[src/rtl/addsub_share_ctrl_if.sv]
// Handshake and operand/result bundle between two requesters and the shared
// nibble add/subtract controller.
interface addsub_share_ctrl_if #(
   parameter int unsigned WIDTH = 16
);
   logic             req0;
   logic             req1;
   logic             sub0;
   logic             sub1;
   logic [WIDTH-1:0] a0;
   logic [WIDTH-1:0] b0;
   logic [WIDTH-1:0] a1;
   logic [WIDTH-1:0] b1;
   logic             ack0;
   logic             ack1;
   logic             busy;
   logic             done;
   logic             done_id;
   logic [WIDTH-1:0] result;
   logic             carry;
   logic             overflow;

   modport master (
      output req0, req1, sub0, sub1, a0, b0, a1, b1,
      input  ack0, ack1, busy, done, done_id, result, carry, overflow
   );

   modport slave (
      input  req0, req1, sub0, sub1, a0, b0, a1, b1,
      output ack0, ack1, busy, done, done_id, result, carry, overflow
   );
endinterface

[src/rtl/addsub_share_ctrl.sv]
// Round-robin arbiter for two requesters sharing one 4-bit add/subtract slice;
// operates LSB nibble first and reports result, carry and signed overflow.
module addsub_share_ctrl #(
   parameter int unsigned WIDTH = 16
) (
   input logic                clk,
   input logic                rst,
   addsub_share_ctrl_if.slave bus
);
   localparam int unsigned NIB  = WIDTH / 4;
   localparam int unsigned CntW = (NIB > 1) ? $clog2(NIB) : 1;

   typedef enum logic [1:0] {StIdle, StCalc, StDone} state_e;

   state_e           state_q, state_d;
   logic [CntW-1:0]  cnt_q, cnt_d;
   logic [WIDTH-1:0] a_q, a_d, b_q, b_d;
   logic [WIDTH-1:0] acc_q, acc_d, result_q, result_d;
   logic             sub_q, sub_d, id_q, id_d, c_q, c_d, last_q, last_d;
   logic             carry_q, carry_d, ovf_q, ovf_d, done_id_q, done_id_d;

   logic       winner;
   logic [3:0] a_nib, b_nib;
   logic       cin, c_msb, last_nib;
   logic [4:0] nib_sum;

   // Shared nibble slice: b is inverted and carry-in seeded with sub for a-b.
   always_comb begin
      a_nib = '0;
      b_nib = '0;
      for (int k = 0; k < int'(NIB); k++) begin
         if (cnt_q == CntW'(k)) begin
            a_nib = a_q[4*k +: 4];
            b_nib = b_q[4*k +: 4] ^ {4{sub_q}};
         end
      end
      cin      = (cnt_q == '0) ? sub_q : c_q;
      nib_sum  = {1'b0, a_nib} + {1'b0, b_nib} + {4'b0, cin};
      c_msb    = a_nib[3] ^ b_nib[3] ^ nib_sum[3];
      last_nib = (cnt_q == CntW'(NIB - 1));
   end

   always_comb begin
      state_d   = state_q;
      cnt_d     = cnt_q;
      a_d       = a_q;
      b_d       = b_q;
      sub_d     = sub_q;
      id_d      = id_q;
      c_d       = c_q;
      last_d    = last_q;
      acc_d     = acc_q;
      result_d  = result_q;
      carry_d   = carry_q;
      ovf_d     = ovf_q;
      done_id_d = done_id_q;
      winner    = (bus.req0 && bus.req1) ? ~last_q : bus.req1;

      unique case (state_q)
         StIdle: begin
            if (bus.req0 || bus.req1) begin
               last_d  = winner;
               id_d    = winner;
               a_d     = winner ? bus.a1 : bus.a0;
               b_d     = winner ? bus.b1 : bus.b0;
               sub_d   = winner ? bus.sub1 : bus.sub0;
               cnt_d   = '0;
               state_d = StCalc;
            end
         end
         StCalc: begin
            for (int k = 0; k < int'(NIB); k++) begin
               if (cnt_q == CntW'(k)) acc_d[4*k +: 4] = nib_sum[3:0];
            end
            c_d   = nib_sum[4];
            cnt_d = cnt_q + 1'b1;
            if (last_nib) begin
               result_d  = acc_d;
               carry_d   = nib_sum[4];
               ovf_d     = c_msb ^ nib_sum[4];
               done_id_d = id_q;
               cnt_d     = '0;
               state_d   = StDone;
            end
         end
         StDone:  state_d = StIdle;
         default: state_d = StIdle;
      endcase
   end

   always_ff @(posedge clk or posedge rst) begin
      if (rst) begin
         state_q   <= StIdle;
         cnt_q     <= '0;
         a_q       <= '0;
         b_q       <= '0;
         sub_q     <= 1'b0;
         id_q      <= 1'b0;
         c_q       <= 1'b0;
         last_q    <= 1'b1;
         acc_q     <= '0;
         result_q  <= '0;
         carry_q   <= 1'b0;
         ovf_q     <= 1'b0;
         done_id_q <= 1'b0;
      end else begin
         state_q   <= state_d;
         cnt_q     <= cnt_d;
         a_q       <= a_d;
         b_q       <= b_d;
         sub_q     <= sub_d;
         id_q      <= id_d;
         c_q       <= c_d;
         last_q    <= last_d;
         acc_q     <= acc_d;
         result_q  <= result_d;
         carry_q   <= carry_d;
         ovf_q     <= ovf_d;
         done_id_q <= done_id_d;
      end
   end

   // Ack marks the first CALC cycle, so it can never coincide with done.
   assign bus.ack0     = (state_q == StCalc) && (cnt_q == '0) && !id_q;
   assign bus.ack1     = (state_q == StCalc) && (cnt_q == '0) && id_q;
   assign bus.busy     = (state_q != StIdle);
   assign bus.done     = (state_q == StDone);
   assign bus.done_id  = done_id_q;
   assign bus.result   = result_q;
   assign bus.carry    = carry_q;
   assign bus.overflow = ovf_q;
endmodule

[src/flat_wrapper.sv]
// flat-port wrapper written by rule: the top's interface ports become plain ports
module addsub_share_ctrl_flat 
#(
   parameter int unsigned WIDTH = 16
)
  (clk, rst, bus_req0, bus_req1, bus_sub0, bus_sub1, bus_a0, bus_b0, bus_a1, bus_b1, bus_ack0, bus_ack1, bus_busy, bus_done, bus_done_id, bus_result, bus_carry, bus_overflow);
  addsub_share_ctrl_if #(.WIDTH(WIDTH)) bus_i ();
  input logic clk;
  input logic rst;
  input wire logic [$bits(bus_i.req0)-1:0] bus_req0;
  input wire logic [$bits(bus_i.req1)-1:0] bus_req1;
  input wire logic [$bits(bus_i.sub0)-1:0] bus_sub0;
  input wire logic [$bits(bus_i.sub1)-1:0] bus_sub1;
  input wire logic [$bits(bus_i.a0)-1:0] bus_a0;
  input wire logic [$bits(bus_i.b0)-1:0] bus_b0;
  input wire logic [$bits(bus_i.a1)-1:0] bus_a1;
  input wire logic [$bits(bus_i.b1)-1:0] bus_b1;
  output wire logic [$bits(bus_i.ack0)-1:0] bus_ack0;
  output wire logic [$bits(bus_i.ack1)-1:0] bus_ack1;
  output wire logic [$bits(bus_i.busy)-1:0] bus_busy;
  output wire logic [$bits(bus_i.done)-1:0] bus_done;
  output wire logic [$bits(bus_i.done_id)-1:0] bus_done_id;
  output wire logic [$bits(bus_i.result)-1:0] bus_result;
  output wire logic [$bits(bus_i.carry)-1:0] bus_carry;
  output wire logic [$bits(bus_i.overflow)-1:0] bus_overflow;
  assign bus_i.req0 = bus_req0;
  assign bus_i.req1 = bus_req1;
  assign bus_i.sub0 = bus_sub0;
  assign bus_i.sub1 = bus_sub1;
  assign bus_i.a0 = bus_a0;
  assign bus_i.b0 = bus_b0;
  assign bus_i.a1 = bus_a1;
  assign bus_i.b1 = bus_b1;
  assign bus_ack0 = bus_i.ack0;
  assign bus_ack1 = bus_i.ack1;
  assign bus_busy = bus_i.busy;
  assign bus_done = bus_i.done;
  assign bus_done_id = bus_i.done_id;
  assign bus_result = bus_i.result;
  assign bus_carry = bus_i.carry;
  assign bus_overflow = bus_i.overflow;
  addsub_share_ctrl #(.WIDTH(WIDTH)) u_core (.clk(clk), .rst(rst), .bus(bus_i));
endmodule
[config.mk]
export PLATFORM = sky130hd
export DESIGN_NAME = addsub_share_ctrl_flat
export DESIGN_NICKNAME = d
export VERILOG_FILES = /design/src/rtl/addsub_share_ctrl_if.sv /design/src/rtl/addsub_share_ctrl.sv /design/src/flat_wrapper.sv
export SDC_FILE = /design/constraint.sdc
export NUM_CORES = 1
export LEC_CHECK = 0
export CAP_MARGIN = 10
export CORE_MARGIN = 2
export CORE_UTILIZATION = 40
export DETAILED_ROUTE_END_ITERATION = 8
export GPL_TIMING_DRIVEN = 0
export PLACE_DENSITY = 0.67
export SLEW_MARGIN = 20
export SYNTH_ARGS = -nofsm -noshare
export SYNTH_HDL_FRONTEND = slang
export SYNTH_SLANG_ARGS = --single-unit
[constraint.sdc]
create_clock -name clk -period 3.84 [get_ports clk]
set_input_delay 0.768 -clock clk [delete_from_list [all_inputs] [get_ports clk]]
set_output_delay 0.768 -clock clk [all_outputs]
set_load 0.02 [all_outputs]
== Yosys cells after proc, flatten, opt, wreduce, memory -nomap -nowiden ==
Cells that the tools add are included.

* Register bits after elaboration: 75
* Logic and storage cells: 68

* Add/sub/neg operators: 3
* Equality and inequality tests: 7
* Mux-type cells: 23
* Bitwise gates (word level): 8
* Reductions and logical operators: 14

{| class="wikitable"
|+ Operators by type and width
! kind !! number
|-
| $mux 4 || 12
|-
| $mux 16 || 2
|-
| $xor 4x4->4 || 4
|-
| $mux 2 || 4
|-
| $pmux 2 s2 || 2
|-
| $reduce_and 2->1 || 4
|-
| $eq 2x2->1 const B || 3
|-
| $add 4x4->5 || 1
|-
| $add 5x1->5 || 1
|-
| $eq 2x1->1 const B || 2
|-
| $logic_and 1x1->1 || 4
|-
| $logic_not 2->1 || 2
|-
| $ne 2x1->1 const B || 2
|-
| $reduce_bool 2->1 || 2
|-
| $mux 1 || 3
|-
| $xor 1x1->1 || 3
|-
| $add 2x1->2 const B || 1
|-
| $logic_not 1->1 || 1
|-
| $logic_or 1x1->1 || 1
|-
| $not 1->1 || 1
|}

== Logic depth before layout (Yosys ltp) ==
Gate-level depths: netlist of run 1.

* Depth in word-level cells: 9
* Depth in mapped cells: 14
* Gate-level depth less buffers: 13

== Worst setup path before layout of run 1 ==
Ideal clock, no wire load.

* Path kind: register -> register
* From: register u_core.cnt_q[0]
* To: register u_core.ovf_q (netlist: u_core.bus.overflow)
* Library setup time: 0.134 ns
* Arrival: 2.707 ns
* Setup slack: 0.999 ns
* Cell stages (with the launch flop): 14
* Cell sequence: dfrtp_1 inv_1 ha_1 buf_2 nor2b_1 a221o_1 a22oi_1 fa_1 inv_1 fa_1 a21o_1 a21oi_1 xor2_1 o21ai_0

* Longest elaborated chain between the ends: 9
* Elaborated cells between the ends (all ways): 19
* Classes of those cells: 2 x add/sub; 3 x eq/ne; 9 x mux; 3 x bitwise; 2 x reduce/logical

{| class="wikitable"
|+ Ends and longest elaborated chain
! element !! RTL line !! RTL
|-
| from (decl) || addsub_share_ctrl.sv:16 || <nowiki>logic [CntW-1:0] cnt_q, cnt_d;</nowiki>
|-
| from (signal assigned) || addsub_share_ctrl.sv:108 || <nowiki>cnt_q <= cnt_d;</nowiki>
|-
| $logic_not 2->1 || addsub_share_ctrl.sv:32, addsub_share_ctrl.sv:37 ||
|-
| $mux 4 (4 in series) || addsub_share_ctrl.sv:32 || <nowiki>if (cnt_q == CntW'(k)) begin</nowiki>
|-
| $add 4x4->5 || addsub_share_ctrl.sv:38 || <nowiki>nib_sum = {1'b0, a_nib} + {1'b0, b_nib} + {4'b0, cin};</nowiki>
|-
| $add 5x1->5 || addsub_share_ctrl.sv:38 ||
|-
| $xor 1x1->1 || addsub_share_ctrl.sv:39 || <nowiki>c_msb = a_nib[3] ^ b_nib[3] ^ nib_sum[3];</nowiki>
|-
| $xor 1x1->1 || addsub_share_ctrl.sv:80 || <nowiki>ovf_d = c_msb ^ nib_sum[4];</nowiki>
|-
| to (signal assigned) || addsub_share_ctrl.sv:118 || <nowiki>ovf_q <= ovf_d;</nowiki>
|-
| to (decl) || addsub_share_ctrl.sv:20 || <nowiki>logic carry_q, carry_d, ovf_q, ovf_d, done_id_q, done_id_d;</nowiki>
|}

Parallel ways exist; a longest one is shown, timed or not.
A chain may end at the register's enable or synchronous reset.

== Worst setup path after layout of run 1 ==
* From: register u_core.cnt_q[0]
* To: register u_core.result_q[10] (netlist: u_core.bus.result[10])

* Longest elaborated chain between the ends: 8
* Elaborated cells between the ends (all ways): 17
* Classes of those cells: 2 x add/sub; 3 x eq/ne; 10 x mux; 2 x reduce/logical

{| class="wikitable"
|+ Ends and longest elaborated chain
! element !! RTL line !! RTL
|-
| $logic_not 2->1 || addsub_share_ctrl.sv:32, addsub_share_ctrl.sv:37 ||
|-
| $mux 4 (4 in series) || addsub_share_ctrl.sv:32 ||
|-
| $add 4x4->5 || addsub_share_ctrl.sv:38 ||
|-
| $add 5x1->5 || addsub_share_ctrl.sv:38 ||
|-
| $mux 4 || addsub_share_ctrl.sv:73 || <nowiki>if (cnt_q == CntW'(k)) acc_d[4*k +: 4] = nib_sum[3:0];</nowiki>
|-
| to (signal assigned) || addsub_share_ctrl.sv:116 || <nowiki>result_q <= result_d;</nowiki>
|-
| to (decl) || addsub_share_ctrl.sv:18 || <nowiki>logic [WIDTH-1:0] acc_q, acc_d, result_q, result_d;</nowiki>
|}

Parallel ways exist; a longest one is shown, timed or not.

==> results of run 1 <==
==> state kept, by name (all words and copies together) (netlist names), 2 cells and up <==
signal / flops
u_core.a_q: 16
u_core.b_q: 16
u_core.bus.result: 16
u_core.acc_q: 12
u_core.cnt_q: 2
u_core.state_q: 2
==> cell families (layout without fill, tap and decap cells) <==
kind of cell	Yosys count	after routing	synth area share, %
fa+ha+maj	10	10	3.76
compound gates	111	111	18.1
simple gates	112	112	13.5
buf+inv	33	140	5.40
mux	40	40	10.8
xor+xnor	3	3	0.705
flops	71	71	47.7
==> cell type report <==
type	instances	share of cell area [%]
flip-flops and latches	71	35.7
multi-input cells	276	35.2
repair buffers	93	18.9
plain buffers	24	3.37
clock buffers	13	3.19
well taps	111	2.79
inverters	9	0.729
clock inverters	1	0.101
==> layout by cell type (no fill, tap or decap), drive strengths merged, types with 2 or more instances in the layout <==
cell            n
a22o            4
clkbuf         21
clkdlybuf4s50  92
inv             9
a31oi           2
mux2i          37
nand2b          3
buf            17
o31ai           5
nor2b          12
dfrtp          70
a21oi          14
xnor2           2
nand3b          2
a221o           4
o221ai          4
a221oi          8
nor3b           3
fa              2
ha              8
nor2            7
nand2          81
o21ai          67
mux2            3
==> worst max-delay path, stage by stage, from the launching register on <==
cell and delay (ns):
dfrtp_1 0.42, inv_1 0.11, ha_1 0.20, buf_2 0.18, nor2b_1 0.19, a221o_1 0.33, a22oi_1 0.25, fa_1 0.24
inv_1 0.05, fa_1 0.40, xnor2_1 0.51, nand2_1 0.10, o21ai_0 0.11, o21ai_0 0.10
==> power groups by stage <==
stage / Sequential, mW / Clock (mW) / Combinational, mW
2_1_floorplan: 1.40 / 0 / 1.70
3_3_place_gp: 1.33 / 0 / 2.54
3_5_place_dp: 1.35 / 0 / 2.62
4_1_cts: 1.34 / 0.522 / 2.63
5_1_grt: 1.38 / 0.566 / 2.92
6_report: 1.34 / 0.514 / 2.60
==> through the flow <==
step           instances  power [mW]
2_1_floorplan        380        3.09
3_3_place_gp         583        3.87
3_5_place_dp         584        3.97
4_1_cts              598        4.49
5_1_grt              598        4.87
6_report             598        4.45
==> routing by layer <==
| layer | GRT usage [%] | vias up | part of all wire, % |
|---|---|---|---|
| met2 | 29.6 | 91 | 48 |
| met5 | 0 | - | 0 |
| met1 | 24.2 | 1459 | 46 |
| met4 | 6.53 | 0 | 1.8 |
| li1 | - | 1535 | - |
| met3 | 3.19 | 13 | 4.4 |
==> worst max-delay path by stage <==
stage	from	endpoint	depth (start not counted)
floorplan	u_core.cnt_q[0]$_DFFE_PP0P_	u_core.bus.overflow$_DFFE_PP0P_	13
global placement	rst	u_core.a_q[8]$_DFFE_PP0P_	2
detailed placement	u_core.cnt_q[0]$_DFFE_PP0P_	u_core.bus.result[10]$_DFFE_PP0P_	13
CTS	u_core.cnt_q[0]$_DFFE_PP0P_	u_core.bus.result[10]$_DFFE_PP0P_	13
global route	u_core.cnt_q[0]$_DFFE_PP0P_	u_core.bus.result[10]$_DFFE_PP0P_	13
finish	u_core.cnt_q[0]$_DFFE_PP0P_	u_core.bus.result[10]$_DFFE_PP0P_	13
==> results, run 1 <==
- The fraction of power spent switching nets is 45.0%.
- The top cell type by area accounts for 47.0% of the synthesized area.
- The worst slack at placement is 0.485 ns.
- The area added between synthesis and finish is 33.4%.
- The standard cell core area is 9150 um2.
- Data on the critical path is required at its endpoint by 4.06 ns.
- The dominant synthesized flop cell is dfrtp_1.
- The startpoint identified for the worst hold timing path is u_core.acc_q[11]$_DFFE_PP0P_.
- The synthesis warning total is 0.
- After floorplanning, the core was divided into 35 placement rows.
- Summed over all nets, the half-perimeter wirelength after detailed placement is 6580 um.
- The worst hold path was traced through 2 stages.
- The number of sinks on the clock net is 71.
- The sum of negative setup slack is 0 ns.
- The hold violation total from the final report is 0.
- The leakage component of the power is 2.17 nW.
- The antenna diode instance count is 0.
- The leading cell type by number of instances after synthesis is nand2_1.
- Counting every net in the synthesized netlist gives 460.
- Across all hold checks on the routed design, the worst slack comes to 0.475 ns.
- Dividing the synthesized area by the synthesized cell count gives 9.82 um2.
- The internal portion of the total power is 2.45 mW.
- The master cell of the clock root buffer is clkbuf_8.
- For this block, the routed nets add up to 8550 um of wire.
- The number of setup buffers added after CTS is 0.
- The startpoint of the worst-slack reg-to-reg timing path is u_core.cnt_q[0]$_DFFE_PP0P_.
- Once layout is complete, the utilization of the core stands at 54.4%.
- The area of all sequential standard cells is 1780 um2.
- STA classifies the critical path startpoint as a flop.
- The number of global-route vias before repair is 2940.
- The number of H-tree levels is 3.
- Of the synthesized area, sequential elements account for 47.7%.
- The async set-or-reset flop fraction in the synthesized netlist is 100%.
- The worst setup path is captured at a flop.
- The cell taking the most area after synthesis is dfrtp_1.
- For this configuration, the core starts out at a cell density of 40.8%.
- The final instance area is 4980 um2.
- The worst register-to-register path has a setup slack of 0.52 ns.
- The clock insertion delay at the later pin of the skew report is 0.34 ns.
- In this run, distinct cell masters in the synthesized netlist total 43.
- The global-route wire length before repair is 14300 um.
- Entering global routing, the biggest net connects 39 pins.
- The flow ran to the end, and the final reports show no timing, DRC or antenna violations.
- The final count of negative-setup-slack endpoints is 0.
- The post-route clock skew is 0.00615 ns.
- The floorplan step defined a die boundary enclosing 10100 um2.
- The number of antenna violations at the first check in global routing is 0.
- The fraction of final layout cells with drive strength greater than 1 is 8.83%.
- The type of the setup path with the least slack is flop to flop.
- The number of pins with negative max-slew slack in the final report is 0.
- The number of gates resized after CTS was 0.
- The residual overflow from global routing is 0.
- The top fanout value on the critical path is 10.
- The number of search-and-repair iterations in the first detailed-routing pass is 4.
- The worst min-delay path endpoint is u_core.acc_q[11]$_DFFE_PP0P_.
- The number of buffers on the longest clock path is 2.
- The share of the clock period used by the worst path after layout is 86.4%.
- The multi-input combinational cells in the finished layout cover a total of 1750 um2.
- After detailed routing, the number of remaining DRC violations is 0.
- IR analysis of the VDD net gives a maximum drop of 0.419 mV.
- The height of the chip is 101 um.
- The detailed-route vias per instance is 5.18.
- In this run the critical register-to-register path is captured at u_core.bus.result[10]$_DFFE_PP0P_.
- The count of filler cells inserted in the layout is 840.
- The post-cts hold buffer count is 0.
- For this run, the post-layout net count is 564.
- Across all setup checks in the final design, the least slack found is 0.521 ns.
- The netlist area before placement is 3730 um2.
- Across every metal layer, demand over resource in global routing totals 18.1%.
- The min-delay analysis places its worst path in the category flop to flop.
- The final route contains 3098 vias.
- The register share of total power is 30.0%.
- The number of DRC markers in iteration 0 is 148.
- The die extent in x is 101 um.
- The combinational share of power is 58.4%.
- Counting flops with a built-in enable in the synthesized netlist gives 0.
- The detail route stage leaves a number of antenna-violating nets equal to 0.
- The headroom to the max-slew limit is 60.9%.
- 93 I/O pins were placed.
- Once placement finished, the instance area stood at 4810 um2.
- The clock transition time at the flip-flop clock pins of the worst setup and hold paths is 0.07 ns.
- The count of buffers from port buffering is 92.
- In this run, the clock network consumes 11.6% of the power.
- Across the run, the number of max-cap violations was 0.
- For this run, the top clock speed supported by timing is 301 MHz.
- The transition time at the pin with the least slew margin is 0.582 ns.
- The number of cell instances on the worst register-to-register path is 13.
- STA puts the critical path data arrival time at 3.54 ns.
- Synthesis produced 380 cells.
- In the synthesized netlist, the cells that appear most often are nand2_1 (78), dfrtp_1 (70), mux2i_1 (37), o21ai_0 (37), o21ai_1 (26).
- Routability-driven placement finished with a final weighted congestion of 0.779.
- Summed over all nets, the switching power comes to 2.00 mW.
- For the finished layout, the period the worst path requires is 3.32 ns.
- Counting the buffers created by CTS gives 9.
- In this run the power density over the cells is 894 nW/um2.
- In the post-synthesis netlist, the biggest area contributors are dfrtp_1 (47%), mux2i_1 (9.9%), nand2_1 (7.8%).
- TritonCTS built the clock tree.
- Setup repair after global routing left no endpoint under its margin.
- The post-detailed-route wirelength per cell is 14.3 um.
- The number of synthesized register bits is 71.
(Power assumes the default switching activity.)
==> run 2, diff against run 1 <==
--- a/config.mk
+++ b/config.mk
@@ -8,6 +8,7 @@
 export CAP_MARGIN = 10
 export CORE_MARGIN = 2
 export CORE_UTILIZATION = 40
+export CTS_CLUSTER_DIAMETER = 60
 export DETAILED_ROUTE_END_ITERATION = 8
 export GPL_TIMING_DRIVEN = 0
 export PLACE_DENSITY = 0.67
==> results of run 2 <==
No change in the layout: final DEF, timing and power equal those of run 1.
